<file path="config.mk">
export PLATFORM = sky130hd
export DESIGN_NAME = wb_sram_host_bridge
export DESIGN_NICKNAME = d
export VERILOG_FILES = /design/src/rtl/wb_sram_host_bridge_pkg.sv /design/src/rtl/wb_sram_host_bridge_sync.sv /design/src/rtl/wb_sram_host_bridge.sv
export SDC_FILE = /design/constraint.sdc
export NUM_CORES = 1
export LEC_CHECK = 0
export CAP_MARGIN = 20
export CORE_MARGIN = 10
export CORE_UTILIZATION = 44
export CTS_BUF_LIST = sky130_fd_sc_hd__clkbuf_4
export CTS_CLUSTER_SIZE = 30
export DETAILED_ROUTE_END_ITERATION = 8
export MAX_ROUTING_LAYER = met4
export PLACE_DENSITY = 0.78
export SYNTH_ARGS = -nofsm -noshare
export SYNTH_HDL_FRONTEND = slang
export SYNTH_SLANG_ARGS = --single-unit
export TNS_END_PERCENT = 30
</file>
<file path="constraint.sdc">
create_clock -name clk -period 3.6 [get_ports clk]
set_input_delay 0.36 -clock clk [delete_from_list [all_inputs] [get_ports clk]]
set_output_delay 0.36 -clock clk [all_outputs]
set_load 0.005 [all_outputs]
</file>
<file path="src/rtl/wb_sram_host_bridge_pkg.sv">
// Shared types and helpers for big-endian byte masters bridging onto 32-bit Wishbone.
package wb_sram_host_bridge_pkg;

   localparam int unsigned HADDR_W = 13;
   localparam int unsigned HDAT_W  = 8;
   localparam int unsigned WB_AW   = 32;
   localparam int unsigned WB_DW   = 32;
   localparam int unsigned WB_SW   = 4;
   localparam int unsigned LANE_W  = 2;
   localparam int unsigned CNT_W   = 8;

   typedef logic [1:0] state_t;
   localparam state_t ST_IDLE = 2'd0;
   localparam state_t ST_WR   = 2'd1;
   localparam state_t ST_RD   = 2'd2;
   localparam state_t ST_HOLD = 2'd3;

   // Raw host pins as one bus, so address, data and strobes share a sampling pipeline
   typedef struct packed {
      logic [HADDR_W-1:0] addr;
      logic [HDAT_W-1:0]  di;
      logic               nwe;
      logic               noe;
      logic               ncs;
   } host_bus_t;

   localparam int unsigned HOST_BUS_W = $bits(host_bus_t);

   // Strobes idle high so a reset sampler never fakes an edge
   localparam host_bus_t HOST_BUS_IDLE = '{addr: '0, di: '0, nwe: 1'b1, noe: 1'b1, ncs: 1'b1};

   // Big-endian lane select: byte 0 lives in bits [31:24]
   function automatic logic [WB_SW-1:0] lane_sel(input logic [LANE_W-1:0] lane);
      case (lane)
         2'd0:    lane_sel = 4'b1000;
         2'd1:    lane_sel = 4'b0100;
         2'd2:    lane_sel = 4'b0010;
         default: lane_sel = 4'b0001;
      endcase
   endfunction

   // Big-endian byte extraction matching lane_sel
   function automatic logic [HDAT_W-1:0] lane_byte(input logic [WB_DW-1:0] dat,
                                                   input logic [LANE_W-1:0] lane);
      case (lane)
         2'd0:    lane_byte = dat[31:24];
         2'd1:    lane_byte = dat[23:16];
         2'd2:    lane_byte = dat[15:8];
         default: lane_byte = dat[7:0];
      endcase
   endfunction

endpackage

</file>
<file path="src/rtl/wb_sram_host_bridge_sync.sv">
// Three-stage sampler with per-bit rise/fall detect between the last two stages.
module host_port_sync #(
   parameter int unsigned W       = 1,
   parameter logic [W-1:0] RST_VAL = '0
) (
   input  logic         clk,
   input  logic         reset,
   input  logic [W-1:0] d,
   output logic [W-1:0] s2,
   output logic [W-1:0] s3,
   output logic [W-1:0] rise_c,
   output logic [W-1:0] fall_c
);

   logic [W-1:0] s1;

   // Sampling pipeline; s3 is the previous s2 for edge detection
   always_ff @(posedge clk or posedge reset) begin
      if (reset) begin
         s1 <= RST_VAL;
         s2 <= RST_VAL;
         s3 <= RST_VAL;
      end else begin
         s1 <= d;
         s2 <= s1;
         s3 <= s2;
      end
   end

   assign rise_c = s2 & ~s3;
   assign fall_c = ~s2 & s3;

endmodule

</file>
<file path="src/rtl/wb_sram_host_bridge.sv">
// Async SRAM-style host port to Wishbone classic master; one 32-bit cycle per host strobe.
module wb_sram_host_bridge
   import wb_sram_host_bridge_pkg::*;
#(
   parameter logic [31:0] BASE_ADR = 32'h0000_0000,
   parameter logic [7:0]  TIMEOUT  = 8'd255
) (
   input  logic                clk,
   input  logic                reset,
   input  logic [HADDR_W-1:0]  host_addr,
   input  logic [HDAT_W-1:0]   host_di,
   input  logic                host_nwe,
   input  logic                host_noe,
   input  logic                host_ncs,
   output logic [HDAT_W-1:0]   host_do,
   output logic                host_doe,
   output logic                host_wait,
   output logic [WB_AW-1:0]    wb_adr_o,
   output logic [WB_DW-1:0]    wb_dat_o,
   input  logic [WB_DW-1:0]    wb_dat_i,
   output logic [WB_SW-1:0]    wb_sel_o,
   output logic                wb_we_o,
   output logic                wb_cyc_o,
   output logic                wb_stb_o,
   input  logic                wb_ack_i,
   output logic                overrun_o,
   output logic                timeout_o
);

   host_bus_t                host_in;
   logic [HOST_BUS_W-1:0]    s2_v, s3_v, rise_v, fall_v;
   host_bus_t                s2, s3, rise, fall;
   state_t                   state_q, next_state;
   logic [CNT_W-1:0]         cnt_q, cnt_d;
   logic [LANE_W-1:0]        lane_q, lane_d;
   logic [WB_AW-1:0]         adr_d;
   logic [WB_DW-1:0]         dat_d;
   logic [WB_SW-1:0]         sel_d;
   logic [HDAT_W-1:0]        do_d;
   logic                     we_d, cyc_d, stb_d, doe_d, ovr_d, tmo_d;
   logic                     wr_evt, rd_evt, tmo_hit, unused_sync;

   assign host_in = '{addr: host_addr, di: host_di, nwe: host_nwe, noe: host_noe, ncs: host_ncs};

   host_port_sync #(
      .W       (HOST_BUS_W),
      .RST_VAL (HOST_BUS_W'(HOST_BUS_IDLE))
   ) u_sync (
      .clk    (clk),
      .reset  (reset),
      .d      (host_in),
      .s2     (s2_v),
      .s3     (s3_v),
      .rise_c (rise_v),
      .fall_c (fall_v)
   );

   assign s2   = host_bus_t'(s2_v);
   assign s3   = host_bus_t'(s3_v);
   assign rise = host_bus_t'(rise_v);
   assign fall = host_bus_t'(fall_v);
   assign unused_sync = ^{s2.di, s3.nwe, rise_v, fall_v};

   // Strobe events; a sample with both nwe and noe low fires neither
   assign wr_evt  = rise.nwe & ~s3.ncs & s3.noe;
   assign rd_evt  = fall.noe & ~s2.ncs & s2.nwe;
   assign tmo_hit = (cnt_q == CNT_W'(TIMEOUT - 8'd1));

   assign host_wait = (state_q == ST_WR) || (state_q == ST_RD) ||
                      ((state_q == ST_IDLE) && (wr_evt || rd_evt));

   // State register
   always_ff @(posedge clk or posedge reset) begin
      if (reset) state_q <= ST_IDLE;
      else       state_q <= next_state;
   end

   // Next-state logic
   always_comb begin
      next_state = state_q;
      case (state_q)
         ST_IDLE: begin
            if (wr_evt)      next_state = ST_WR;
            else if (rd_evt) next_state = ST_RD;
         end
         ST_WR:   if (wb_ack_i || tmo_hit) next_state = ST_IDLE;
         ST_RD:   if (wb_ack_i || tmo_hit) next_state = ST_HOLD;
         ST_HOLD: if (s2.noe || s2.ncs)    next_state = ST_IDLE;
         default: next_state = ST_IDLE;
      endcase
   end

   // Next values of all registered outputs and the timeout counter
   always_comb begin
      adr_d  = wb_adr_o;
      dat_d  = wb_dat_o;
      sel_d  = wb_sel_o;
      we_d   = wb_we_o;
      cyc_d  = wb_cyc_o;
      stb_d  = wb_stb_o;
      do_d   = host_do;
      lane_d = lane_q;
      cnt_d  = cnt_q;
      ovr_d  = 1'b0;
      tmo_d  = 1'b0;
      doe_d  = (next_state == ST_HOLD);
      case (state_q)
         ST_IDLE: begin
            if (wr_evt) begin
               adr_d = BASE_ADR + WB_AW'({s3.addr[HADDR_W-1:2], 2'b00});
               sel_d = lane_sel(s3.addr[1:0]);
               dat_d = {4{s3.di}};
               we_d  = 1'b1;
               cyc_d = 1'b1;
               stb_d = 1'b1;
               cnt_d = '0;
            end else if (rd_evt) begin
               adr_d  = BASE_ADR + WB_AW'({s2.addr[HADDR_W-1:2], 2'b00});
               sel_d  = lane_sel(s2.addr[1:0]);
               lane_d = s2.addr[1:0];
               we_d   = 1'b0;
               cyc_d  = 1'b1;
               stb_d  = 1'b1;
               cnt_d  = '0;
            end
         end
         ST_WR, ST_RD: begin
            if (wb_ack_i) begin
               cyc_d = 1'b0;
               stb_d = 1'b0;
               we_d  = 1'b0;
               if (state_q == ST_RD) do_d = lane_byte(wb_dat_i, lane_q);
            end else if (tmo_hit) begin
               cyc_d = 1'b0;
               stb_d = 1'b0;
               we_d  = 1'b0;
               tmo_d = 1'b1;
               do_d  = 8'hFF;
            end else begin
               cnt_d = cnt_q + CNT_W'(1);
            end
         end
         default: ;
      endcase
      if ((state_q != ST_IDLE) && (wr_evt || rd_evt)) ovr_d = 1'b1;
   end

   // Output and bookkeeping registers
   always_ff @(posedge clk or posedge reset) begin
      if (reset) begin
         wb_adr_o  <= '0;
         wb_dat_o  <= '0;
         wb_sel_o  <= 4'h0;
         wb_we_o   <= 1'b0;
         wb_cyc_o  <= 1'b0;
         wb_stb_o  <= 1'b0;
         host_do   <= 8'h00;
         host_doe  <= 1'b0;
         overrun_o <= 1'b0;
         timeout_o <= 1'b0;
         lane_q    <= '0;
         cnt_q     <= '0;
      end else begin
         wb_adr_o  <= adr_d;
         wb_dat_o  <= dat_d;
         wb_sel_o  <= sel_d;
         wb_we_o   <= we_d;
         wb_cyc_o  <= cyc_d;
         wb_stb_o  <= stb_d;
         host_do   <= do_d;
         host_doe  <= doe_d;
         overrun_o <= ovr_d;
         timeout_o <= tmo_d;
         lane_q    <= lane_d;
         cnt_q     <= cnt_d;
      end
   end

endmodule

</file>
==> metrics.cfg, run 1 <==
[setup_path]
crit_arrival_ns = 2.48
worst_ep_required_time_ns = 3.24
cp-start-kind = flip-flop
crit_path_start = state_q[0]
path_max_fanout = 8
path_class = flip-flop to output pin
r2r_start = state_q[0]
endpoint_kind = output pin

[sta]
fin_crit_ns = 2.842
maxSlewViolCount = 0
finClkSkew_ns = 0.02116
min_period_over_period_pct = 78.95
fin_tns_setup_ns = 0
worstMarginPinSlew_ns = 0.7036
relSlewSlack_pct = 52.47
fmax_mhz = 351.8
rsz0062_at_grt = no
hold_ws_ns = 0.2631
setup_viol = 0
hold_viol = 0
finalWorstSetupSlack_ns = 0.7577

[floorplanning]
fp.dieArea_um2 = 15370
start_util_pct = 45.68
rows = 37
fp.dieH_um = 124.0
io-pin-count = 142
core_um2 = 10420
dieWidth_um = 124.0

[route]
wl_per_cell_um = 16.92
routed_wl_um = 10320
viasPerCell = 4.836
dr.pass1.iters = 4
ant_nets = 0
vias = 2950
remaining_drc_errors = 0
drt-initial-drc-count = 119

[finish]
fin_area_um2 = 6157
drive_gt1_share_pct = 17.30
antenna_cells = 0
final_core_util_pct = 59.11
nets = 526
layoutNonFillerInstCount = 610
syn2layout_area_growth_pct = 29.40

[hold_path]
hold_start = host_noe
hold_path.class = input port to flip-flop

[synthesis]
ys_ff_latch = 120
synth_compound_area_share_pct = 6.758
yosysWarnings = 0
ys_types = 46
synth_edf_count = 0
yosysSeqAreaShare_pct = 63.34
netlist_area_um2 = 4758
synth_simple_gate_area_share_pct = 8.020
syn_avg_cell_area_um2 = 13.33
synth-adder-area-share_pct = 1.578
synth_flop_cell = dfrtp_1
synth_top_family_by_area = multiplexers
synth_xor_area_share_pct = 0
synthArstFlopShare_pct = 100.0
synthCells = 357
synth_mux_area_share_pct = 10.57

[cts]
clk_pin_slew_ns = 0.11
numCtsBuffers = 17
hold_buffers = 0
cts_resized = 0
h-tree-depth = 4
cts_tree = yes
post_cts_buffers = 0
clock_sinks = 120
clockBufferDepth = 2
root_buffer = clkbuf_4
clkLatencyLatePin_ns = 0.51

[global_route]
antenna_found_initial = 0
grt_usage_pct = 14.10
grt_max_degree = 69
grt-ovfl-total = 0
first_global_vias = 3134
grt_pass1_wl_um = 16200

[placement]
gp_congestion = 0.7327
pre_cts_slack_ns = 1.236
dp_hpwl_um = 7619
numPortBuffers = 120
post_dp_cell_area_um2 = 5836
placedCellCount = 578

[power_and_ir_drop]
power_leakage_nw = 2.641
fin_total_pwr_mw = 4.457
ir_drop_v = 0.0004724
p_per_area_nw_per_um2 = 723.8

[run]
max_cap_viol_count = 0

[outcome]
outcome = completed

## layer usage
metal  part of all wire, %  track usage [%]
met3                   6.3            3.710
met2                    52            23.71
met1                    41            15.75
met4                   1.1            5.612
met5                     0                -
## area by class of cell
class | count | area, um2
tap | 136 | 170.2
sequential | 120 | 3014
fill | 827 | 4259
inverter | 16 | 62.56
multi-input combinational | 184 | 1360
clock buffer | 18 | 135.1
timing repair buffer | 122 | 1229
clock inverter | 14 | 186.4
## power breakdown
group	total, mW	internal [mW]	switching, mW
sequential	1.89	1.63	0.267
combinational	1.51	0.933	0.578
clock	1.05	0.508	0.545
total	4.46	3.07	1.39
## cell usage in the layout, fill, tap and decap left out, types with 2 or more instances in the layout
cell type	instances
inv_6	5
dfrtp_1	111
clkinvlp_4	2
nand3_1	9
mux4_2	8
conb_1	21
nand2_1	26
o21ai_0	4
o21ai_1	17
a31oi_1	5
nor2_1	6
inv_1	14
a21oi_1	3
clkdlybuf4s50_1	120
o22ai_1	2
nor3_1	5
o211ai_1	5
clkbuf_4	18
bufinv_16	3
dfstp_2	9
nand2b_1	11
mux2_2	18
mux2i_1	12
clkinv_4	3
nand4_1	2
nor3b_1	3
ha_1	6
## Yosys cell counts, drive strengths merged, types with 2 or more instances
cell    instances  share of area, %
nand4           3              0.53
a31oi           5              0.66
inv            16               1.3
nor3b           3              0.47
clkbuf          3              0.24
mux2i          12               2.5
o22ai           2              0.26
mux4            8               3.8
dfstp           9               5.0
nand2          27               2.2
nor3            5              0.53
nand2b         11               1.4
nand3           9              0.95
a21oi           3              0.32
buf            54               8.2
nor2            6              0.47
dfrtp         111                58
o211ai          5              0.79
mux2           18               4.3
ha              6               1.6
o21ai          21               2.2
## sequential cells by signal (all words and copies together) (netlist names)
name	flops
lane_q	2
cnt_q	8
wb_we_o	1
timeout_o	1
u_sync.s1	24
wb_dat_o	8
host_do	8
state_q	2
u_sync.s3	24
host_doe	1
overrun_o	1
wb_stb_o	1
wb_adr_o	11
wb_sel_o	4
u_sync.s2	24
## final timing paths
kind                                      end  slack, ns  cells after the start
worst max-delay path                host_wait       0.76                      6
worst min-delay path             u_sync.s1[1]       0.26                      1
worst max register to register       cnt_q[0]       1.21                      6
worst min register to register   u_sync.s2[2]       0.35                      0
max in group asynchronous        u_sync.s3[1]       2.49                      3
min in group asynchronous       u_sync.s3[13]       0.28                      2
## worst max-delay path, stage by stage (launching register included)
cell and delay, ns:
dfrtp_1 0.46, inv_1 0.13, ha_1 0.33, inv_2 0.08
or3_1 0.39, nand2b_1 0.09, clkdlybuf4s50_1 0.51
## logic make-up (layout without fill, tap and decap cells)
group / after synthesis / count (layout)
multiplexers: 38 / 38
AND/OR/NAND/NOR: 73 / 73
other: 1 / 21
buffers and inverters: 73 / 170
adder cells (fa/ha/maj): 6 / 6
AO/OA/AOI/OAI: 46 / 46
flip-flops: 120 / 120
Power figures use the tool's default switching activity.
==> run 2, diff against run 1 <==
==> constraint.sdc (replaced) <==
create_clock -name clk -period 2.27 [get_ports clk]
set_input_delay 0.227 -clock clk [delete_from_list [all_inputs] [get_ports clk]]
set_output_delay 0.227 -clock clk [all_outputs]
set_load 0.005 [all_outputs]
==> run 2 against run 1 <==
Compared with the run above:
- register-to-register slack worse by 0.89 ns
- clock power is 54% higher
- die area did not move
- setup slack got worse by 0.52 ns
- critical endpoint unchanged
- power is 59% higher
- largest cell class unchanged
- largest power group unchanged
- combinational power up 63%
- non-clock buffer count is 9 higher
==> metrics.cfg, run 2 (synthesized netlist as in run 1, its figures left out) <==
[finish]
final_common_cell = clkdlybuf4s50_1  ; unchanged
drive_gt1_share_pct = 19.67  ; was 17.30%
reg.largest.list = u_sync.s1: 24 flops, u_sync.s2: 24 flops, u_sync.s3: 24 flops  ; unchanged
syn2layout_area_growth_pct = 31.21  ; was 29.40%
nets = 535  ; was 526
mostFrequentLayoutCells = 119 x clkdlybuf4s50_1, 111 x dfrtp_1, 26 x nand2_1  ; was 120 x clkdlybuf4s50_1, 111 x dfrtp_1, 26 x nand2_1
antenna_cells = 0  ; unchanged

[cts]
cts_tree = yes  ; unchanged
clock_sinks = 120  ; unchanged
clockBufferDepth = 2  ; unchanged
clk_pin_slew_ns = 0.11  ; about the same
root_buffer = clkbuf_4  ; unchanged
numCtsBuffers = 17  ; unchanged
clkLatencyLatePin_ns = 0.51  ; about the same
h-tree-depth = 4  ; unchanged

[placement]
pre_cts_slack_ns = 0.2528  ; was 1.236 ns
dp_hpwl_um = 7976  ; was 7619 um
numPortBuffers = 120  ; unchanged
gp_congestion = 0.7876  ; was 0.7327

[floorplanning]
io-pin-count = 142  ; unchanged
rows = 37  ; unchanged
fp.dieArea_um2 = 15370  ; unchanged
dieWidth_um = 124.0  ; unchanged
core_um2 = 10420  ; unchanged
start_util_pct = 45.68  ; unchanged
fp.dieH_um = 124.0  ; unchanged

[sta]
hold_viol = 0  ; unchanged
setup_viol = 0  ; unchanged
rsz0062_at_grt = no  ; unchanged
fin_tns_setup_ns = 0  ; unchanged
maxSlewViolCount = 0  ; unchanged
min_period_over_period_pct = 89.54
fmax_mhz = 492.0
relSlewSlack_pct = 47.22  ; was 52.47%
finClkSkew_ns = 0.01174  ; was 0.02116 ns
finalWorstSetupSlack_ns = 0.2375  ; was 0.7577 ns
fin_crit_ns = 2.033
worstMarginPinSlew_ns = 0.7814  ; was 0.7036 ns

[global_route]
grt_max_degree = 46  ; was 69
grt_pass1_wl_um = 16270  ; was 16200 um
grt_usage_pct = 14.09  ; was 14.10%
grt_use_met3_pct = 4.842  ; was 3.710%
first_global_vias = 3174  ; was 3134
grtUsageMet2_pct = 22.35  ; was 23.71%
antenna_found_initial = 0  ; unchanged
busiest_layer = met2  ; unchanged
use_met1_pct = 16.28  ; was 15.75%
grt-ovfl-total = 0  ; unchanged

[setup_path]
endpoint_kind = output pin  ; unchanged
crit_arrival_ns = 1.81  ; was 2.48 ns
path_class = flip-flop to output pin  ; unchanged
path_max_fanout = 4  ; was 8
worst_ep_required_time_ns = 2.04  ; was 3.24 ns
cp-start-kind = flip-flop  ; unchanged

[hold_path]
hold_path.class = input port to asynchronous set/reset pin  ; was input port to flip-flop

[route]
ant_nets = 0  ; unchanged
drt-initial-drc-count = 128  ; was 119
remaining_drc_errors = 0  ; unchanged
wl_per_cell_um = 16.88  ; was 16.92 um
dr.pass1.iters = 6  ; was 4
viasPerCell = 4.842  ; was 4.836
vias = 2997  ; was 2950
routed_wl_um = 10450  ; was 10320 um

[run]
max_cap_viol_count = 0  ; unchanged

[power_and_ir_drop]
p_per_area_nw_per_um2 = 1135  ; was 723.8 nW/um2
ir_drop_v = 0.0007072  ; was 0.0004724 V
power_leakage_nw = 2.687  ; was 2.641 nW

[outcome]
outcome = completed  ; unchanged

-- run 2: cell types whose count changed in the layout (fill, tap and decap cells not counted), sizes merged --
cell,change
inv,-2
buf,+9
clkinvlp,+1
clkdlybuf4s50,-1
clkinv,+2
-- run 2: through the flow --
stage	area [um2]	power, mW	hold slack (ns)	cells	util (%)
2_1_floorplan	4837	4.356	0.2315	377	-
4_1_cts	6240	7.189	0.02323	618	59.90
3_5_place_dp	5907	5.521	0.3347	584	56.71
5_1_grt	6243	7.561	0.03179	619	59.94
6_report	6243	7.089	0.06178	619	59.94
3_3_place_gp	5907	5.405	0.3321	584	56.71
-- run 2: timing repair --
item | in CTS | in global routing
buffers inserted | 2 | 1
pin swaps | 0 | 0
gates resized for setup | 3 | 3
hold buffers | 0 | 0
setup endpoints to repair | 1 | 1
-- run 2: routing by layer --
layer  vias up  wire length, um  share of wire (%)
li1       1391                -                  -
met1      1465             4164                 40
met2       126             5310                 51
met3        15              799                7.6
met4         0              174                1.7
met5         -                0                  0
-- run 2: worst max-delay path, stage by stage, from the launching register on --
cell and delay [ns]:
dfrtp_1 0.41, inv_2 0.08, ha_2 0.18, inv_2 0.04
or3_1 0.39, nand2b_1 0.09, clkbuf_2 0.12
-- run 2: area by class of cell --
class                      count  area, um2
timing repair buffer         131       1316
clock inverter                15      188.9
fill                         824       4173
inverter                      16      63.81
multi-input combinational    184       1363
tap                          136      170.2
clock buffer                  17      127.6
sequential                   120       3014
-- run 2: worst paths after layout --
check	endpoint	slack [ns]	cells past startpoint	from
hold reg to reg	u_sync.s3[10]	0.36	0	u_sync.s2[10]
setup reg to reg	host_doe	0.32	6	state_q[0]
max in group asynchronous	u_sync.s3[2]	1.60	3	reset
setup / recovery	host_wait	0.24	6	state_q[0]
min in group clk	u_sync.s1[2]	0.11	1	host_nwe
hold / removal	u_sync.s1[14]	0.06	2	reset
-- run 2: report_power, final --
| group | total [mW] | switching [mW] | internal, mW | leakage (nW) |
|---|---|---|---|---|
| sequential | 3.00 | 0.428 | 2.58 | 1.42 |
| combinational | 2.46 | 0.939 | 1.53 | 1.10 |
| clock | 1.62 | 0.834 | 0.785 | 0.164 |
==> run 3, diff against run 2 <==
--- a/config.mk
+++ b/config.mk
@@ -5,7 +5,6 @@
 export SDC_FILE = /design/constraint.sdc
 export NUM_CORES = 1
 export LEC_CHECK = 0
-export CAP_MARGIN = 20
 export CORE_MARGIN = 10
 export CORE_UTILIZATION = 44
 export CTS_BUF_LIST = sky130_fd_sc_hd__clkbuf_4
==> constraint.sdc (replaced) <==
create_clock -name clk -period 2.27 [get_ports clk]
set_input_delay 0.454 -clock clk [delete_from_list [all_inputs] [get_ports clk]]
set_output_delay 0.454 -clock clk [all_outputs]
set_load 0.005 [all_outputs]
==> run 3 against run 2 <==
Compared with the run above:
- wire length fell by 0.18%
- global-route usage fell by 0.34 points
- register-to-register slack improved by 0.07 ns
- flip-flop and latch count did not move
- clock power fell by 12%
- setup slack got worse by 0.15 ns
- count of clock-buffer cells in the layout did not move
- non-clock buffer count rose by 4
- final cell count rose by 0.65%
- highest routed layer unchanged
- largest cell class unchanged
- sequential power barely moved
- core utilization fell by 0.072 points
==> metrics.cfg, run 3 (synthesized netlist as in run 1, its figures left out) <==
[outcome]
outcome = completed  ; unchanged

[route]
remaining_drc_errors = 0  ; unchanged
vias = 3015  ; was 2997
top_layer = met4  ; unchanged
wl_met1_um = 4298  ; was 4164 um
wl_per_cell_um = 16.74  ; was 16.88 um
routed_wl_um = 10430  ; was 10450 um
drt-initial-drc-count = 142  ; was 128
dr_wl_met2_um = 5249  ; was 5310 um
wl_met3_um = 790  ; was 799 um
viasPerCell = 4.839  ; was 4.842
ant_nets = 0  ; unchanged
dr.pass1.iters = 4  ; was 6

[placement]
gp_congestion = 0.7773  ; was 0.7876
placedCellCount = 586  ; was 584
post_dp_cell_area_um2 = 5909  ; was 5907 um2
pre_cts_slack_ns = 0.1154  ; was 0.2528 ns
dp_hpwl_um = 7774  ; was 7976 um
numPortBuffers = 120  ; unchanged

[finish]
syn2layout_area_growth_pct = 31.05  ; was 31.21%
final_common_cell = clkdlybuf4s50_1  ; unchanged
drive_gt1_share_pct = 20.74  ; was 19.67%
reg.largest.list = u_sync.s1: 24 flops, u_sync.s2: 24 flops, u_sync.s3: 24 flops  ; unchanged
mostFrequentLayoutCells = 119 x clkdlybuf4s50_1, 111 x dfrtp_1, 25 x nand2_1  ; was 119 x clkdlybuf4s50_1, 111 x dfrtp_1, 26 x nand2_1
nets = 539  ; was 535
layoutNonFillerInstCount = 623  ; was 619
fin_area_um2 = 6236  ; was 6243 um2
n_fill_cell = 869  ; was 824
antenna_cells = 0  ; unchanged
final_core_util_pct = 59.87  ; was 59.94%

[setup_path]
path_max_fanout = 3  ; was 4
endpoint_kind = output pin  ; unchanged
crit_chain = inv_2 -> ha_4 -> inv_4 -> or3_4 -> nand2b_1 -> buf_2  ; was inv_2 -> ha_2 -> inv_2 -> or3_1 -> nand2b_1 -> clkbuf_2
slowest_delay_ns = 0.41  ; about the same
worst_ep_required_time_ns = 1.82  ; was 2.04 ns
crit_arrival_ns = 1.73  ; was 1.81 ns
slowest_stage = dfrtp_1  ; unchanged
cp-start-kind = flip-flop  ; unchanged
path_class = flip-flop to output pin  ; unchanged

[sta]
hold_viol = 0  ; unchanged
hold_ws_ns = 0.3085  ; was 0.06178 ns
relSlewSlack_pct = 61.47  ; was 47.22%
min_period_over_period_pct = 96.05  ; was 89.54%
finClkSkew_ns = 0.02102  ; was 0.01174 ns
setup_viol = 0  ; unchanged
fin_tns_setup_ns = 0  ; unchanged
finalWorstSetupSlack_ns = 0.08973  ; was 0.2375 ns
fin_crit_ns = 2.180  ; was 2.033 ns
worstMarginPinSlew_ns = 0.5741  ; was 0.7814 ns
fmax_mhz = 458.7  ; was 492.0 MHz
maxSlewViolCount = 0  ; unchanged

[floorplanning]
core_um2 = 10420  ; unchanged
dieWidth_um = 124.0  ; unchanged
fp.dieH_um = 124.0  ; unchanged
rows = 37  ; unchanged
start_util_pct = 45.68  ; unchanged
fp.dieArea_um2 = 15370  ; unchanged
io-pin-count = 142  ; unchanged

[power_and_ir_drop]
p_per_area_nw_per_um2 = 1114  ; was 1135 nW/um2
sw_frac_of_total_pct = 32.12  ; was 31.05%
power_leakage_nw = 2.687  ; about the same
p_int_mw = 4.717  ; was 4.888 mW
p_comb_share_pct = 36.4  ; was 34.8%
power_switching_mw = 2.232  ; was 2.201 mW
ir_drop_v = 0.0005775  ; was 0.0007072 V
power.share.clock_pct = 20.5  ; was 22.8%
fin_total_pwr_mw = 6.948  ; was 7.089 mW
seq_power_share_pct = 43.1  ; was 42.4%

[cts]
clockBufferDepth = 2  ; unchanged
h-tree-depth = 4  ; unchanged
numCtsBuffers = 17  ; unchanged
clock_sinks = 120  ; unchanged
hold_buffers = 0  ; unchanged
clkLatencyLatePin_ns = 0.49  ; was 0.51 ns
root_buffer = clkbuf_4  ; unchanged
cts_tree = yes  ; unchanged
clk_pin_slew_ns = 0.11  ; about the same

[global_route]
grt_usage_pct = 13.75  ; was 14.09%
antenna_found_initial = 0  ; unchanged
grt_max_degree = 57  ; was 46
grt-ovfl-total = 0  ; unchanged
first_global_vias = 3183  ; was 3174
grt_pass1_wl_um = 15950  ; was 16270 um

[hold_path]
hold_path.class = input port to asynchronous set/reset pin  ; unchanged

[run]
max_cap_viol_count = 0  ; unchanged

run 3: cell types whose count changed in the layout (fill, tap and decap cells not counted), moves of 2 or more:
cell / previous run / this run
buf_4: 8 / 13
bufinv_16: 3 / 1
clkinv_2: 1 / 3
inv_8: 0 / 2
run 3: area by class of cell:
cell class,count,area [um2],share of cell area [%]
Clock inverter,15,143.9,2.307
Sequential cell,120,3014,48.33
Inverter,16,66.31,1.063
Timing Repair Buffer,135,1334,21.39
Clock buffer,17,127.6,2.047
Tap cell,136,170.2,2.729
Multi-Input combinational cell,184,1380,22.13
run 3: power groups by stage:
stage	registers, mW	clock network (mW)	logic, mW
5_1_grt	3.07	1.59	2.76
4_1_cts	3.00	1.48	2.53
6_report	2.99	1.43	2.53
3_3_place_gp	3.01	0	2.42
3_5_place_dp	3.04	0	2.50
2_1_floorplan	2.92	0	1.43
run 3: timing repair:
item | 4_1_cts | 5_1_grt
gates resized for setup | 9 | 2
hold endpoints to repair | 0 | 0
gates cloned | 0 | 0
setup endpoints to repair | 1 | 1
setup buffers | 2 | 3
pin swaps | 0 | 3
run 3: path summary, 6_finish.rpt:
kind,startpoint,to,slack [ns],cells after the start
min in group clk,u_sync.s1[20],u_sync.s2[20],0.35,0
worst min-delay path,reset,wb_adr_o[7],0.31,2
max in group asynchronous,reset,u_sync.s2[2],1.35,3
worst min register to register,u_sync.s1[20],u_sync.s2[20],0.35,0
worst max-delay path,state_q[1],host_wait,0.09,6
worst max register to register,state_q[1],cnt_q[7],0.39,7
run 3: critical path, delay by kind of cell, from the launching register on:
family,cells,cell delay (ns)
and+or+nand+nor,2,0.43
DFF,1,0.41
buffers and inverters,3,0.24
adders and majority gates,1,0.16
run 3: routing by layer:
| metal | track usage, % | vias up |
|---|---|---|
| met1 | 16.34 | 1508 |
| met4 | 5.180 | 0 |
| met3 | 3.620 | 11 |
| li1 | - | 1399 |
| met5 | - | - |
| met2 | 22.12 | 97 |
